--- src/rtl/cache_control_nway_pkg.sv ---
`default_nettype none
// ============================================================================
//  Module      : cache_control_nway_pkg
//  Description : Shared types for the N-way cache controller. Holds the
//                controller state encoding used by cache_control_nway.
//  Revision    : 1.0 - initial release
// ============================================================================
package cache_control_nway_pkg;

    // Controller states. WB_GAP is a single dead cycle between the writeback
    // and the fill so pmem sees its request level drop between transfers.
    typedef enum logic [1:0] {
        IDLE       = 2'd0,
        WRITE_BACK = 2'd1,
        WB_GAP     = 2'd2,
        FILL       = 2'd3
    } cache_ctl_state_t;

endpackage : cache_control_nway_pkg
`default_nettype wire

--- src/rtl/cache_victim_select.sv ---
`default_nettype none
// ============================================================================
//  Module      : cache_victim_select
//  Description : Chooses the way to replace on a miss. An invalid way is
//                always preferred (lowest index first); only when every way
//                is valid does the replacement policy's choice apply.
//  Ports       : valid      - per-way valid bits of the current set
//                lru_victim - way nominated by the replacement policy
//                victim     - selected way
//  Revision    : 1.0 - initial release
// ============================================================================
module cache_victim_select #(
    parameter int NUM_WAYS = 4,
    parameter int WAY_W    = $clog2(NUM_WAYS)
) (
    input  logic [NUM_WAYS-1:0] valid,
    input  logic [WAY_W-1:0]    lru_victim,
    output logic [WAY_W-1:0]    victim
);

    logic w_found;

    always_comb begin
        victim  = lru_victim;
        w_found = 1'b0;
        for (int i = 0; i < NUM_WAYS; i++) begin
            if (!w_found && !valid[i]) begin
                victim  = WAY_W'(i);
                w_found = 1'b1;
            end
        end
    end

endmodule : cache_victim_select
`default_nettype wire

--- src/rtl/cache_control_nway.sv ---
`default_nettype none
// ============================================================================
//  Module      : cache_control_nway
//  Description : Control FSM for a NUM_WAYS-way set-associative, write-back,
//                write-allocate cache. Hits complete in the request cycle;
//                misses optionally write back a dirty victim, fill the line,
//                then replay the access as a hit. Keeps saturating hit, miss
//                and writeback counters. Tag/data/valid/dirty arrays are
//                external; this block only produces their strobes.
//  Ports       : CPU side  - mem_read, mem_write, mem_resp
//                Set state - hit, valid, dirty, lru_victim
//                Array ctl - data_writeline, tag_write, valid_write/valid_in,
//                            dirty_write/dirty_in, wb_sel, lru_update/lru_way
//                pmem side - pmem_read, pmem_write, pmem_resp,
//                            pmem_addr_sel, pmem_way
//                Stats     - hit_cnt, miss_cnt, wb_cnt
//  Revision    : 1.0 - initial release
// ============================================================================
module cache_control_nway
    import cache_control_nway_pkg::*;
#(
    parameter int NUM_WAYS = 4,
    parameter int CNT_W    = 32,
    parameter int WAY_W    = $clog2(NUM_WAYS)
) (
    input  logic                clk,
    input  logic                rst_n,
    input  logic                mem_read,
    input  logic                mem_write,
    input  logic [NUM_WAYS-1:0] hit,
    input  logic [NUM_WAYS-1:0] valid,
    input  logic [NUM_WAYS-1:0] dirty,
    input  logic [WAY_W-1:0]    lru_victim,
    input  logic                pmem_resp,
    output logic [NUM_WAYS-1:0] data_writeline,
    output logic [NUM_WAYS-1:0] tag_write,
    output logic [NUM_WAYS-1:0] valid_write,
    output logic                valid_in,
    output logic [NUM_WAYS-1:0] dirty_write,
    output logic                dirty_in,
    output logic                wb_sel,
    output logic                lru_update,
    output logic [WAY_W-1:0]    lru_way,
    output logic                pmem_addr_sel,
    output logic [WAY_W-1:0]    pmem_way,
    output logic                pmem_read,
    output logic                pmem_write,
    output logic                mem_resp,
    output logic [CNT_W-1:0]    hit_cnt,
    output logic [CNT_W-1:0]    miss_cnt,
    output logic [CNT_W-1:0]    wb_cnt
);

    localparam logic [CNT_W-1:0] c_cnt_max = {CNT_W{1'b1}};
    localparam logic [CNT_W-1:0] c_cnt_one = {{(CNT_W-1){1'b0}}, 1'b1};

    cache_ctl_state_t r_state, w_state_nxt;
    logic [WAY_W-1:0] r_victim;
    logic             r_replay;
    logic [CNT_W-1:0] r_hit_cnt, r_miss_cnt, r_wb_cnt;

    logic             w_req;
    logic             w_any_hit;
    logic [WAY_W-1:0] w_hit_way;
    logic             w_hit_found;
    logic [WAY_W-1:0] w_victim;
    logic             w_miss_start;
    logic             w_hit_count;
    logic             w_wb_done;

    assign w_req     = mem_read | mem_write;
    assign w_any_hit = |hit;

    // Lowest-index hitting way; multiple hits are an upstream fault.
    always_comb begin
        w_hit_way   = '0;
        w_hit_found = 1'b0;
        for (int i = 0; i < NUM_WAYS; i++) begin
            if (!w_hit_found && hit[i]) begin
                w_hit_way   = WAY_W'(i);
                w_hit_found = 1'b1;
            end
        end
    end

    cache_victim_select #(
        .NUM_WAYS (NUM_WAYS),
        .WAY_W    (WAY_W)
    ) u_victim_select (
        .valid      (valid),
        .lru_victim (lru_victim),
        .victim     (w_victim)
    );

    assign w_miss_start = (r_state == IDLE) && w_req && !w_any_hit;
    // The hit that completes a replayed miss was already counted as a miss.
    assign w_hit_count  = (r_state == IDLE) && w_req && w_any_hit && !r_replay;
    assign w_wb_done    = (r_state == WRITE_BACK) && pmem_resp;

    always_ff @(posedge clk or negedge rst_n) begin
        if (!rst_n) begin
            r_state    <= IDLE;
            r_victim   <= '0;
            r_replay   <= 1'b0;
            r_hit_cnt  <= '0;
            r_miss_cnt <= '0;
            r_wb_cnt   <= '0;
        end else begin
            r_state <= w_state_nxt;
            // Victim is frozen for the whole miss even if lru_victim moves.
            if (w_miss_start) begin
                r_victim <= w_victim;
            end
            if ((r_state == FILL) && pmem_resp) begin
                r_replay <= 1'b1;
            end else if (r_state == IDLE) begin
                r_replay <= 1'b0;
            end
            if (w_hit_count && (r_hit_cnt != c_cnt_max)) begin
                r_hit_cnt <= r_hit_cnt + c_cnt_one;
            end
            if (w_miss_start && (r_miss_cnt != c_cnt_max)) begin
                r_miss_cnt <= r_miss_cnt + c_cnt_one;
            end
            if (w_wb_done && (r_wb_cnt != c_cnt_max)) begin
                r_wb_cnt <= r_wb_cnt + c_cnt_one;
            end
        end
    end

    // Outputs are forced low while rst_n is asserted so a pmem transfer in
    // flight is abandoned in the same cycle reset arrives.
    always_comb begin
        w_state_nxt    = r_state;
        data_writeline = '0;
        tag_write      = '0;
        valid_write    = '0;
        valid_in       = 1'b0;
        dirty_write    = '0;
        dirty_in       = 1'b0;
        wb_sel         = 1'b0;
        lru_update     = 1'b0;
        lru_way        = '0;
        pmem_addr_sel  = 1'b0;
        pmem_way       = '0;
        pmem_read      = 1'b0;
        pmem_write     = 1'b0;
        mem_resp       = 1'b0;
        if (rst_n) begin
            case (r_state)
                IDLE: begin
                    if (w_req && w_any_hit) begin
                        mem_resp   = 1'b1;
                        lru_update = 1'b1;
                        lru_way    = w_hit_way;
                        if (mem_write) begin
                            wb_sel                    = 1'b1;
                            data_writeline[w_hit_way] = 1'b1;
                            dirty_write[w_hit_way]    = 1'b1;
                            dirty_in                  = 1'b1;
                        end
                    end else if (w_req) begin
                        w_state_nxt = dirty[w_victim] ? WRITE_BACK : FILL;
                    end
                end
                WRITE_BACK: begin
                    pmem_write    = 1'b1;
                    pmem_addr_sel = 1'b1;
                    pmem_way      = r_victim;
                    if (pmem_resp) begin
                        w_state_nxt = WB_GAP;
                    end
                end
                WB_GAP: begin
                    w_state_nxt = FILL;
                end
                FILL: begin
                    pmem_read = 1'b1;
                    if (pmem_resp) begin
                        data_writeline[r_victim] = 1'b1;
                        tag_write[r_victim]      = 1'b1;
                        valid_write[r_victim]    = 1'b1;
                        dirty_write[r_victim]    = 1'b1;
                        valid_in                 = 1'b1;
                        lru_update               = 1'b1;
                        lru_way                  = r_victim;
                        w_state_nxt              = IDLE;
                    end
                end
                default: begin
                    w_state_nxt = IDLE;
                end
            endcase
        end
    end

    assign hit_cnt  = r_hit_cnt;
    assign miss_cnt = r_miss_cnt;
    assign wb_cnt   = r_wb_cnt;

endmodule : cache_control_nway
`default_nettype wire

--- config.mk ---
export PLATFORM = sky130hd
export DESIGN_NAME = cache_control_nway
export DESIGN_NICKNAME = d
export VERILOG_FILES = /design/src/rtl/cache_control_nway_pkg.sv /design/src/rtl/cache_victim_select.sv /design/src/rtl/cache_control_nway.sv
export SDC_FILE = /design/constraint.sdc
export NUM_CORES = 1
export LEC_CHECK = 0
export BUFFER_PORTS_ARGS = -buffer_cell sky130_fd_sc_hd__buf_2
export CAP_MARGIN = 20
export CORE_UTILIZATION = 46
export CTS_CLUSTER_SIZE = 12
export DETAILED_ROUTE_END_ITERATION = 6
export PLACE_DENSITY = 0.7
export SLEW_MARGIN = 20
export SYNTH_ARGS = -nofsm -noshare
export SYNTH_HDL_FRONTEND = slang
export SYNTH_HIERARCHICAL = 1
export SYNTH_SLANG_ARGS = --single-unit
--- constraint.sdc ---
create_clock -name clk -period 4.6 [get_ports clk]
set_input_delay 0 -clock clk [delete_from_list [all_inputs] [get_ports clk]]
set_output_delay 0 -clock clk [all_outputs]
set_load 0.1 [all_outputs]
; Yosys cells after proc, flatten, opt, wreduce, memory -nomap -nowiden
; Cells that the tools add are included.
[word_totals]
input_bits = 19
output_inout_bits = 124
regBits = 101
[op_classes]
n_mux = 56
bitwise = 1
reduce_logical = 32
eq_ne = 10
n_lt_le_gt_ge = 5
addsub = 3
[ops]
columns = cell, n
row1 = $add 32x1->32 const B, 3
row2 = $ne 32x32->1 const B, 3
row3 = $mux 2, 16
row4 = $mux 1, 27
row5 = $mux 4, 6
row6 = $logic_and 1x1->1, 18
row7 = $logic_not 1->1, 10
row8 = $lt 2x3->1 const B, 3
row9 = $ne 2x2->1 const B, 4
row10 = $pmux 2 s4, 1
row11 = $pmux 4 s2, 1
row12 = $reduce_and 5->1, 1
row13 = $demux 1 s2, 2
row14 = $eq 2x2->1 const B, 2
row15 = $ge 2x1->1 const B, 2
row16 = $pmux 2 s2, 1
row17 = $reduce_or 4->1, 1
row18 = $bmux 1 s2, 1
row19 = $eq 2x1->1 const B, 1
row20 = $logic_not 2->1, 1
row21 = $pmux 1 s2, 1
row22 = $reduce_bool 2->1, 1
row23 = $or 1x1->1, 1

; Logic depth before layout (Yosys ltp)
; Gate-level depths: netlist of run 1.
[logic_depth]
depth_word = 18
mapped_depth = 9
mapped_depth_nobuf = 7

; Hierarchy
; Netlist of run 1, hierarchy kept.
[modules_own_cells]
columns = module, n_inst, area_each_um2, cells_per_inst
row1 = cache_control_nway, 1, 5222.5, 520
row2 = cache_victim_select, 1, 32.5, 6

; Worst setup path after synthesis of run 1
; Ideal clock, no wire load.
[synth_path]
path_type = flip-flop to output port
startpoint = reg r_state[0]
endpoint = out valid_write[0]
path_stages_with_launch = 5
setup_slack_ns = 1.183
arrival_ns = 3.417
path_cell_list = dfrtp_1 ha_1 nand2_1 nor3_1 buf_4
[synth_via]
elab_chain_len = 3
[synth_rtl]
columns = element, line_no
row1 = from (decl), cache_control_nway.sv:57  ; cache_ctl_state_t r_state, w_state_nxt;
row2 = from (signal assigned), cache_control_nway.sv:109  ; r_state <= w_state_nxt;
row3 = $eq 2x2->1, n/a
row4 = $mux 4 (2 in a row), n/a
row5 = to (decl), cache_control_nway.sv:37  ; output logic [NUM_WAYS-1:0] valid_write,
; Every way passes these cells.

; Worst setup path after layout of run 1
[layout_path]
startpoint = reg r_state[0]
endpoint = reg r_hit_cnt[19] (netlist: hit_cnt[19])
[layout_via]
elab_chain_len = 5
[layout_rtl]
columns = element, line_no
row1 = $logic_not 2->1, cache_control_nway.sv:97  ; assign w_hit_count = (r_state == IDLE) && w_req && w_any_hit && !r_replay;
row2 = $logic_and 1x1->1 (3 in a row), cache_control_nway.sv:97
row3 = $logic_and 1x1->1, cache_control_nway.sv:119  ; if (w_hit_count && (r_hit_cnt != c_cnt_max)) begin
row4 = to (signal assigned), cache_control_nway.sv:120  ; r_hit_cnt <= r_hit_cnt + c_cnt_one;
row5 = to (decl), cache_control_nway.sv:60  ; logic [CNT_W-1:0] r_hit_cnt, r_miss_cnt, r_wb_cnt;
; Every way passes these cells.
; A chain may end at the register's enable or synchronous reset.

==> out/results.txt, run 1 <==
Result of the run: complete, no violations
Sequential area share after synthesis: 0.481
CORE AREA: 11,000 µm²
Register clock-pin slew on the reported worst setup and hold paths: 0.06 ns
Cell Area, Synth: 5260 µm²
Diode insertion count for antenna repair: 0
Die Height: 109 µm
Final wirelength: 12,300 µm
Maximum frequency from static timing analysis: 352 MHz
Initial DRT Pass Iterations: 4
Setup repair after global routing missed its margin: no
Fraction of layout instances using a drive strength above 1: 0.262
Final number of max-transition violations: 0
Non-filler instance count after layout: 807
Clock skew: 0.00947 ns
Detail-routed via count per cell: 5.50
Clock tree root buffer cell: sky130_fd_sc_hd__clkbuf_16
Category of the most critical setup path: reg2reg
Remaining design rule violation count: 0
Worst path max stage delay: 0.68 ns
Crit-path slowest cell: sky130_fd_sc_hd__nor3_1
Global-route wire length before repair: 20,200 µm
Clock Sinks: 101
WL per Instance: 15.2 µm
Number of synthesized flops with an enable pin: 0
Post-CTS setup-driven buffer insertion count: 0
Synth Net Count: 552
Endpoint kind of the worst setup timing path: flip-flop
Number of global-route vias before repair: 4,221
Required time of the critical path: 4.86 ns
Max_cap viols: 0
Cell-by-cell trace of the critical path: inv_1 > ha_1 > o21ai_1 > nor3_1 > o31ai_1 > buf_4 > nor3_1 > xor2_1
Area post-placement: 6040 µm²
Shortest period the worst path allows: 2.84 ns
Final setup violating endpoints: 0
Relative slew slack: 0.400
Layout overhead on the synthesized area: 20.5%
DIE AREA: 11,900 µm²
Cell count after synthesis: 526
Critical path's most frequent cell: sky130_fd_sc_hd__nor3_1
Fraction of synthesis flops using an asynchronous set or reset pin: 1.00
Flip-flop and latch count after synthesis: 101
Share of the clock period used by the worst path after layout: 0.618
Register Area: 2530 µm²
Fillers: 974
Number of buffers on the longest clock path: 2
Cell area after layout: 6330 µm²
TritonCTS clock tree: yes
CTS Buf Count: 9
Design Power: 2.75 mW
Inst Count DP: 791
RePlAce Congestion: 0.888
Total routing resource utilization after global routing: 0.215
Setup crit start kind: flip-flop
Antenna violations before repair: 0
Hpwl dp: 9050 µm
Slew at the pin closest to its max-slew limit: 0.892 ns
Worst path arrival time: 3.11 ns
Buffers added on ports: 142
Starting Density: 0.478
Maximum number of pins on one net before global-route repair: 66
Total leakage power: 3.30 nW
Post-synthesis cell type count: 48
1st-iter DRT viols: 248
Min-delay worst type: in2reg
Number of endpoints with negative hold slack in the final report: 0
Yosys warns: 6
Post-Syn Area per Cell: 9.99 µm²
Post-route ant nets: 0
Clock latency on the worst-skew pair: 0.34 ns
Leading register cell type out of synthesis: sky130_fd_sc_hd__dfrtp_1
Final net count: 689
PwrDens: 434 nW/µm²
H-tree lvl count: 3
DR vias: 4,440
Grt ovf: 0
Die Span X: 109 µm
Setup TNS: 0 ns
Placement row count: 38
Area of the multi-input gates: 2550 µm²
Largest fanout of any net on the critical path: 10
I/O pin count: 143
Highest ir drop seen on vdd: 0.463 mV
layout make-up:
cell class | count | area share
clock buffer | 11 | 0.0367
timing repair buffer | 145 | 0.117
clock inverter | 4 | 0.00770
sequential | 101 | 0.399
inverter | 16 | 0.00948
multi-input combinational | 390 | 0.403
tap | 140 | 0.0277
final timing paths:
path | startpoint | to | slack, ns | depth (start not counted)
max in group asynchronous | rst_n | hit_cnt[10] | 3.18 | 3
worst max-delay path | r_state[0] | hit_cnt[19] | 1.76 | 8
worst min-delay path | pmem_resp | r_replay | 0.1 | 3
min in group asynchronous | rst_n | r_victim[1] | 0.20 | 2
worst max register to register | r_state[0] | hit_cnt[19] | 1.76 | 8
worst min register to register | miss_cnt[14] | miss_cnt[14] | 0.49 | 1
metal layers:
metal	GRT usage	routed length [µm]
met5	0	0
met4	0.0849	267
met3	0.0478	694
met2	0.345	5840
met1	0.283	5500
kinds of logic (layout without fill, tap and decap cells):
kind of cell | Yosys count | in the layout | synth area share
flops | 101 | 101 | 0.481
xor+xnor | 86 | 86 | 0.143
mux | 7 | 7 | 0.0171
compound gates | 39 | 39 | 0.0490
fa+ha+maj | 7 | 7 | 0.0167
simple gates | 251 | 251 | 0.259
buf+inv | 35 | 176 | 0.0336
stage by stage:
stage / utilization / hold slack (ns) / worst slack, ns
6_report: 0.577 / 0.0999 / 1.76
5_1_grt: 0.577 / 0.138 / 1.54
4_1_cts: 0.577 / 0.0910 / 1.76
3_5_place_dp: 0.550 / 0.0270 / 1.78
3_3_place_gp: 0.550 / 0.0203 / 1.90
2_1_floorplan: - / -0.296 / 1.18
what timing repair did:
action                                  in CTS  in global routing
hold endpoints to repair                    36                  0
gates resized for setup                      0                  0
endpoints found under the setup margin       0                  0
hold buffers                                 1                  0
flip-flops by register name (all words and copies together), names as in the netlist:
signal,cells
r_replay,1
r_state,2
r_victim,2
hit_cnt,32
wb_cnt,32
miss_cnt,32
critical path, delay by kind of cell (launching register included):
family | cells | cell delay (ns)
adder cells (fa/ha/maj) | 1 | 0.33
AO/OA/AOI/OAI | 2 | 0.66
flip-flops | 1 | 0.40
buffers and inverters | 2 | 0.37
XOR/XNOR | 1 | 0.16
AND/OR/NAND/NOR | 2 | 0.85
report_power, final:
group	switching (mW)	internal, mW
Clock	0.321	0.419
Combinational	0.774	0.177
Sequential	0.100	0.956
cells in the mapped netlist (4+ instances only):
master | instances | area share
sky130_fd_sc_hd__nor4_1 | 6 | 0.0071
sky130_fd_sc_hd__and3_1 | 24 | 0.029
sky130_fd_sc_hd__ha_1 | 7 | 0.017
sky130_fd_sc_hd__and4_1 | 8 | 0.013
sky130_fd_sc_hd__buf_4 | 10 | 0.014
sky130_fd_sc_hd__xnor2_1 | 40 | 0.067
sky130_fd_sc_hd__nor3_1 | 33 | 0.031
sky130_fd_sc_hd__a21oi_1 | 7 | 0.0067
sky130_fd_sc_hd__or3_1 | 4 | 0.0048
sky130_fd_sc_hd__nand2_1 | 50 | 0.036
sky130_fd_sc_hd__nand2b_1 | 4 | 0.0048
sky130_fd_sc_hd__o211ai_1 | 4 | 0.0057
sky130_fd_sc_hd__mux2_2 | 5 | 0.011
sky130_fd_sc_hd__nand4_1 | 31 | 0.037
sky130_fd_sc_hd__nor2_1 | 38 | 0.027
sky130_fd_sc_hd__clkbuf_1 | 8 | 0.0057
sky130_fd_sc_hd__dfrtp_1 | 101 | 0.48
sky130_fd_sc_hd__o21ai_0 | 9 | 0.0086
sky130_fd_sc_hd__xor2_1 | 46 | 0.077
sky130_fd_sc_hd__nand3_1 | 32 | 0.030
sky130_fd_sc_hd__inv_1 | 16 | 0.011
sky130_fd_sc_hd__a31oi_1 | 6 | 0.0071
layout by cell type, fill, tap and decap left out, types with 24 or more instances in the layout:
| master | Yosys | final |
|---|---|---|
| sky130_fd_sc_hd__buf_2 | 0 | 141 |
| sky130_fd_sc_hd__dfrtp_1 | 101 | 101 |
| sky130_fd_sc_hd__nand2_1 | 50 | 50 |
| sky130_fd_sc_hd__xor2_1 | 46 | 46 |
| sky130_fd_sc_hd__xnor2_1 | 40 | 40 |
| sky130_fd_sc_hd__nor2_1 | 38 | 38 |
| sky130_fd_sc_hd__nor3_1 | 33 | 33 |
| sky130_fd_sc_hd__nand3_1 | 32 | 32 |
| sky130_fd_sc_hd__nand4_1 | 31 | 31 |
| sky130_fd_sc_hd__and3_1 | 24 | 24 |
Power figures use the tool's default switching activity.
==> run 2, diff against run 1 <==
Clock period 4.6 ns to 2.7 ns, I/O delays scaled along.
==> out/results.txt, run 2 (synthesized netlist as in run 1, its figures left out) <==
Grt ovf: 0
Clock skew: 0.0121 ns
Die Span X: 109 µm
Slew at the pin closest to its max-slew limit: 0.987 ns
Maximum frequency from static timing analysis: 407 MHz
Hold_buf cts: 1
Number of buffers on the longest clock path: 2
Resized Gates After CTS: 0
Setup crit start kind: flip-flop
Remaining design rule violation count: 0
Global-route wire length before repair: 20,300 µm
Cell area after layout: 6420 µm²
CTS Buf Count: 9
1st-iter DRT viols: 200
Design Power: 4.66 mW
Hpwl dp: 9240 µm
Max_cap viols: 0
Clock latency on the worst-skew pair: 0.35 ns
Most frequent standard cell in the layout excluding fill and tap cells: sky130_fd_sc_hd__buf_2
Antenna violations before repair: 0
Result of the run: complete, no violations
Total routing resource utilization after global routing: 0.217
Final wirelength: 12,400 µm
Post-route ant nets: 0
Register clock-pin slew on the reported worst setup and hold paths: 0.07 ns
Area post-placement: 6150 µm²
Final core utilization: 0.585
Highest ir drop seen on vdd: 0.724 mV
Number of global-route vias before repair: 4,311
Fraction of layout instances using a drive strength above 1: 0.296
Layout overhead on the synthesized area: 22.2%
Endpoint kind of the worst setup timing path: flip-flop
Final number of max-transition violations: 0
Shortest period the worst path allows: 2.46 ns
Buffers added on ports: 142
TritonCTS clock tree: yes
Detail-routed via count per cell: 5.49
Min-delay worst type: in2reg
I/O pin count: 143
DR vias: 4,490
Share of the clock period used by the worst path after layout: 0.910
Inst Count DP: 801
WL per Instance: 15.2 µm
Worst setup slack after layout: 0.243 ns
Final setup violating endpoints: 0
Largest fanout of any net on the critical path: 8
Post-CTS setup-driven buffer insertion count: 0
Fillers: 962
Setup repair after global routing missed its margin: no
Non-filler instance count after layout: 818
Worst path arrival time: 2.68 ns
Hold Worst Slack: 0.118 ns
Total leakage power: 3.31 nW
Diode insertion count for antenna repair: 0
CORE AREA: 11,000 µm²
Clock tree root buffer cell: sky130_fd_sc_hd__clkbuf_16
Initial DRT Pass Iterations: 5
Relative slew slack: 0.337
Category of the most critical setup path: reg2reg
Top library cells by usage in the layout, fill and taps aside: sky130_fd_sc_hd__buf_2, sky130_fd_sc_hd__dfrtp_1, sky130_fd_sc_hd__nand2_1
Setup TNS: 0 ns
RePlAce Congestion: 0.860
Clock Sinks: 101
Number of endpoints with negative hold slack in the final report: 0
Starting Density: 0.478
Final net count: 699
Maximum number of pins on one net before global-route repair: 54
Die Height: 109 µm
Placement row count: 38
DIE AREA: 11,900 µm²
Placement-stage worst setup slack: 0.282 ns
H-tree lvl count: 3
Required time of the critical path: 2.92 ns
PwrDens: 725 nW/µm²
## run 2: changes by cell type in the layout (fill, tap and decap cells not counted), sizes merged
cell / previous run / this run
buf: 144 / 154
clkinv: 2 / 1
clkbuf: 11 / 13
bufinv: 1 / 0
clkinvlp: 0 / 1
## run 2: area by class of cell
cell class              instances  area (µm²)  area share
flip-flops and latches        101        2540       0.396
inverters                      16        60.1     0.00935
clock inverters                 3        21.3     0.00331
repair buffers                155         813       0.127
clock buffers                  13         240      0.0374
multi-input cells             390        2570       0.400
well taps                     140         175      0.0273
## run 2: power breakdown
group	total [mW]	switching, mW	leakage [nW]	internal [mW]
sequential	1.80	0.163	1.34	1.63
combinational	1.68	1.35	1.85	0.330
clock	1.18	0.553	0.124	0.629
## run 2: critical path: stages (launching register included)
cell                      delay (ns)
sky130_fd_sc_hd__dfrtp_2        0.44
sky130_fd_sc_hd__ha_1           0.20
sky130_fd_sc_hd__and4_1         0.21
sky130_fd_sc_hd__nand4_1        0.17
sky130_fd_sc_hd__o31ai_1        0.83
sky130_fd_sc_hd__buf_4          0.28
sky130_fd_sc_hd__nor3_1         0.06
sky130_fd_sc_hd__xor2_1         0.14
## run 2: final timing paths
path / startpoint / end / slack [ns] / cells past startpoint
worst max-delay path: hit_cnt[0] / hit_cnt[13] / 0.24 / 7
worst max register to register: hit_cnt[0] / hit_cnt[13] / 0.24 / 7
worst min-delay path: pmem_resp / r_replay / 0.12 / 3
worst min register to register: miss_cnt[14] / miss_cnt[14] / 0.49 / 1
max in group asynchronous: rst_n / hit_cnt[27] / 1.79 / 3
min in group asynchronous: rst_n / r_victim[0] / 0.41 / 3
## run 2: layer usage
metal | GRT usage | part of all wire | vias to the layer above
li1 | - | - | 2158
met1 | 0.273 | 0.44 | 2199
met2 | 0.358 | 0.50 | 116
met3 | 0.0478 | 0.049 | 17
met4 | 0.0927 | 0.017 | 0
met5 | 0 | 0 | -
==> run 3, diff against run 2 <==
Settings changed: CORE_UTILIZATION 46 to 45, PLACE_DENSITY 0.7 to 0.69, REMOVE_ABC_BUFFERS set to 1.
==> out/results.txt, run 3 (synthesized netlist as in run 1, its figures left out) <==
Result of the run: complete, no violations
DIE AREA: 12,100 µm²
Shortest period the worst path allows: 2.37 ns
Hpwl dp: 8960 µm
PwrDens: 740 nW/µm²
Slew at the pin closest to its max-slew limit: 0.780 ns
Total routing resource utilization after global routing: 0.204
H-tree lvl count: 3
Clock tree root buffer cell: sky130_fd_sc_hd__clkbuf_16
WL per Instance: 14.7 µm
Final wirelength: 12,000 µm
Starting Density: 0.460
Maximum frequency from static timing analysis: 421 MHz
Initial DRT Pass Iterations: 7
Final setup violating endpoints: 0
Die Span X: 110 µm
Largest fanout of any net on the critical path: 7
Final core utilization: 0.563
Remaining design rule violation count: 0
Most frequent standard cell in the layout excluding fill and tap cells: sky130_fd_sc_hd__buf_2
Critical path destination: miss_cnt[31]
Grt ovf: 0
Number of endpoints with negative hold slack in the final report: 0
Clock skew: 0.00600 ns
Clock Sinks: 101
Register clock-pin slew on the reported worst setup and hold paths: 0.07 ns
Die Height: 110 µm
Terminus of the critical flop-to-flop path: miss_cnt[31]
Number of buffers on the longest clock path: 2
Inst Count DP: 802
Launching element of the worst setup path: r_state[0]
Endpoint kind of the worst setup timing path: flip-flop
Min-delay worst type: in2reg
Top library cells by usage in the layout, fill and taps aside: sky130_fd_sc_hd__buf_2, sky130_fd_sc_hd__dfrtp_1, sky130_fd_sc_hd__nand2_1
Number of global-route vias before repair: 4,109
Max_cap viols: 0
CTS Buf Count: 9
Origin of the critical flop-to-flop path: r_state[0]
Post-CTS setup-driven buffer insertion count: 0
Buffers added on ports: 142
Antenna violations before repair: 0
Global-route wire length before repair: 19,300 µm
Detail-routed via count per cell: 5.47
Layout overhead on the synthesized area: 22.2%
1st-iter DRT viols: 224
Design Power: 4.75 mW
Highest ir drop seen on vdd: 0.849 mV
Setup repair after global routing missed its margin: no
Total leakage power: 3.35 nW
Resized Gates After CTS: 0
Maximum number of pins on one net before global-route repair: 65
Number of cells traversed by the worst register-to-register path: 7
Relative slew slack: 0.480
CORE AREA: 11,400 µm²
Hold_buf cts: 1
Setup crit start kind: flip-flop
Final net count: 697
Hold Worst Slack: 0.0859 ns
Non-filler instance count after layout: 819
TritonCTS clock tree: yes
Post-route ant nets: 0
Placement row count: 39
Register-to-register setup slack: 0.33 ns
Category of the most critical setup path: reg2reg
Clock latency on the worst-skew pair: 0.35 ns
Worst Hold Path Cells: 3
Fraction of layout instances using a drive strength above 1: 0.275
Required time of the critical path: 2.93 ns
Final number of max-transition violations: 0
I/O pin count: 143
DR vias: 4,480
Share of the clock period used by the worst path after layout: 0.880
RePlAce Congestion: 0.863
Diode insertion count for antenna repair: 0
Worst path arrival time: 2.60 ns
==> run 3: how the worst min path moves through the flow <==
| stage | start | endpoint | slack [ns] |
|---|---|---|---|
| final | pmem_resp | r_replay | 0.09 |
| after global routing | pmem_resp | r_replay | 0.13 |
| after CTS | pmem_resp | r_replay | 0.08 |
| after detailed placement | rst_n | r_victim[1] | 0.04 |
| after global placement | rst_n | r_victim[1] | 0.03 |
| after floorplan | rst_n | hit_cnt[0] | -0.30 |
==> run 3: power by group <==
group / switching [mW] / internal, mW
Combinational: 1.32 / 0.316
Sequential: 0.158 / 1.63
Clock: 0.601 / 0.734
Total: 2.08 / 2.68
==> run 3: critical path, stage by stage (launching register included) <==
cell	delay, ns
sky130_fd_sc_hd__dfrtp_1	0.40
sky130_fd_sc_hd__inv_1	0.10
sky130_fd_sc_hd__ha_1	0.17
sky130_fd_sc_hd__o21ai_1	0.19
sky130_fd_sc_hd__nor4_4	0.37
sky130_fd_sc_hd__or4b_4	0.55
sky130_fd_sc_hd__nor2_1	0.14
sky130_fd_sc_hd__mux2_1	0.33
==> run 3: area by class of cell <==
| class | count | area (µm²) |
|---|---|---|
| Clock buffer | 9 | 225 |
| Clock inverter | 7 | 82.6 |
| Fill cell | 1047 | 4990 |
| Inverter | 16 | 60.1 |
| Multi-Input combinational cell | 390 | 2550 |
| Sequential cell | 101 | 2530 |
| Tap cell | 143 | 179 |
| Timing Repair Buffer | 153 | 798 |
==> run 3: metal layers <==
layer	routed length (µm)	vias to the layer above	global-route usage
met5	0	-	0
met2	5730	124	0.326
met1	5370	2190	0.267
li1	-	2145	-
met4	199	0	0.0810
met3	723	21	0.0500
==> run 3: per-stage QoR <==
step | area (µm²) | TNS [ns] | setup WS [ns]
3_5_place_dp | 6110 | 0 | 0.341
5_1_grt | 6420 | 0 | 0.118
3_3_place_gp | 6110 | 0 | 0.404
4_1_cts | 6420 | 0 | 0.329
6_report | 6420 | 0 | 0.325
2_1_floorplan | 5140 | -24.83 | -2.08
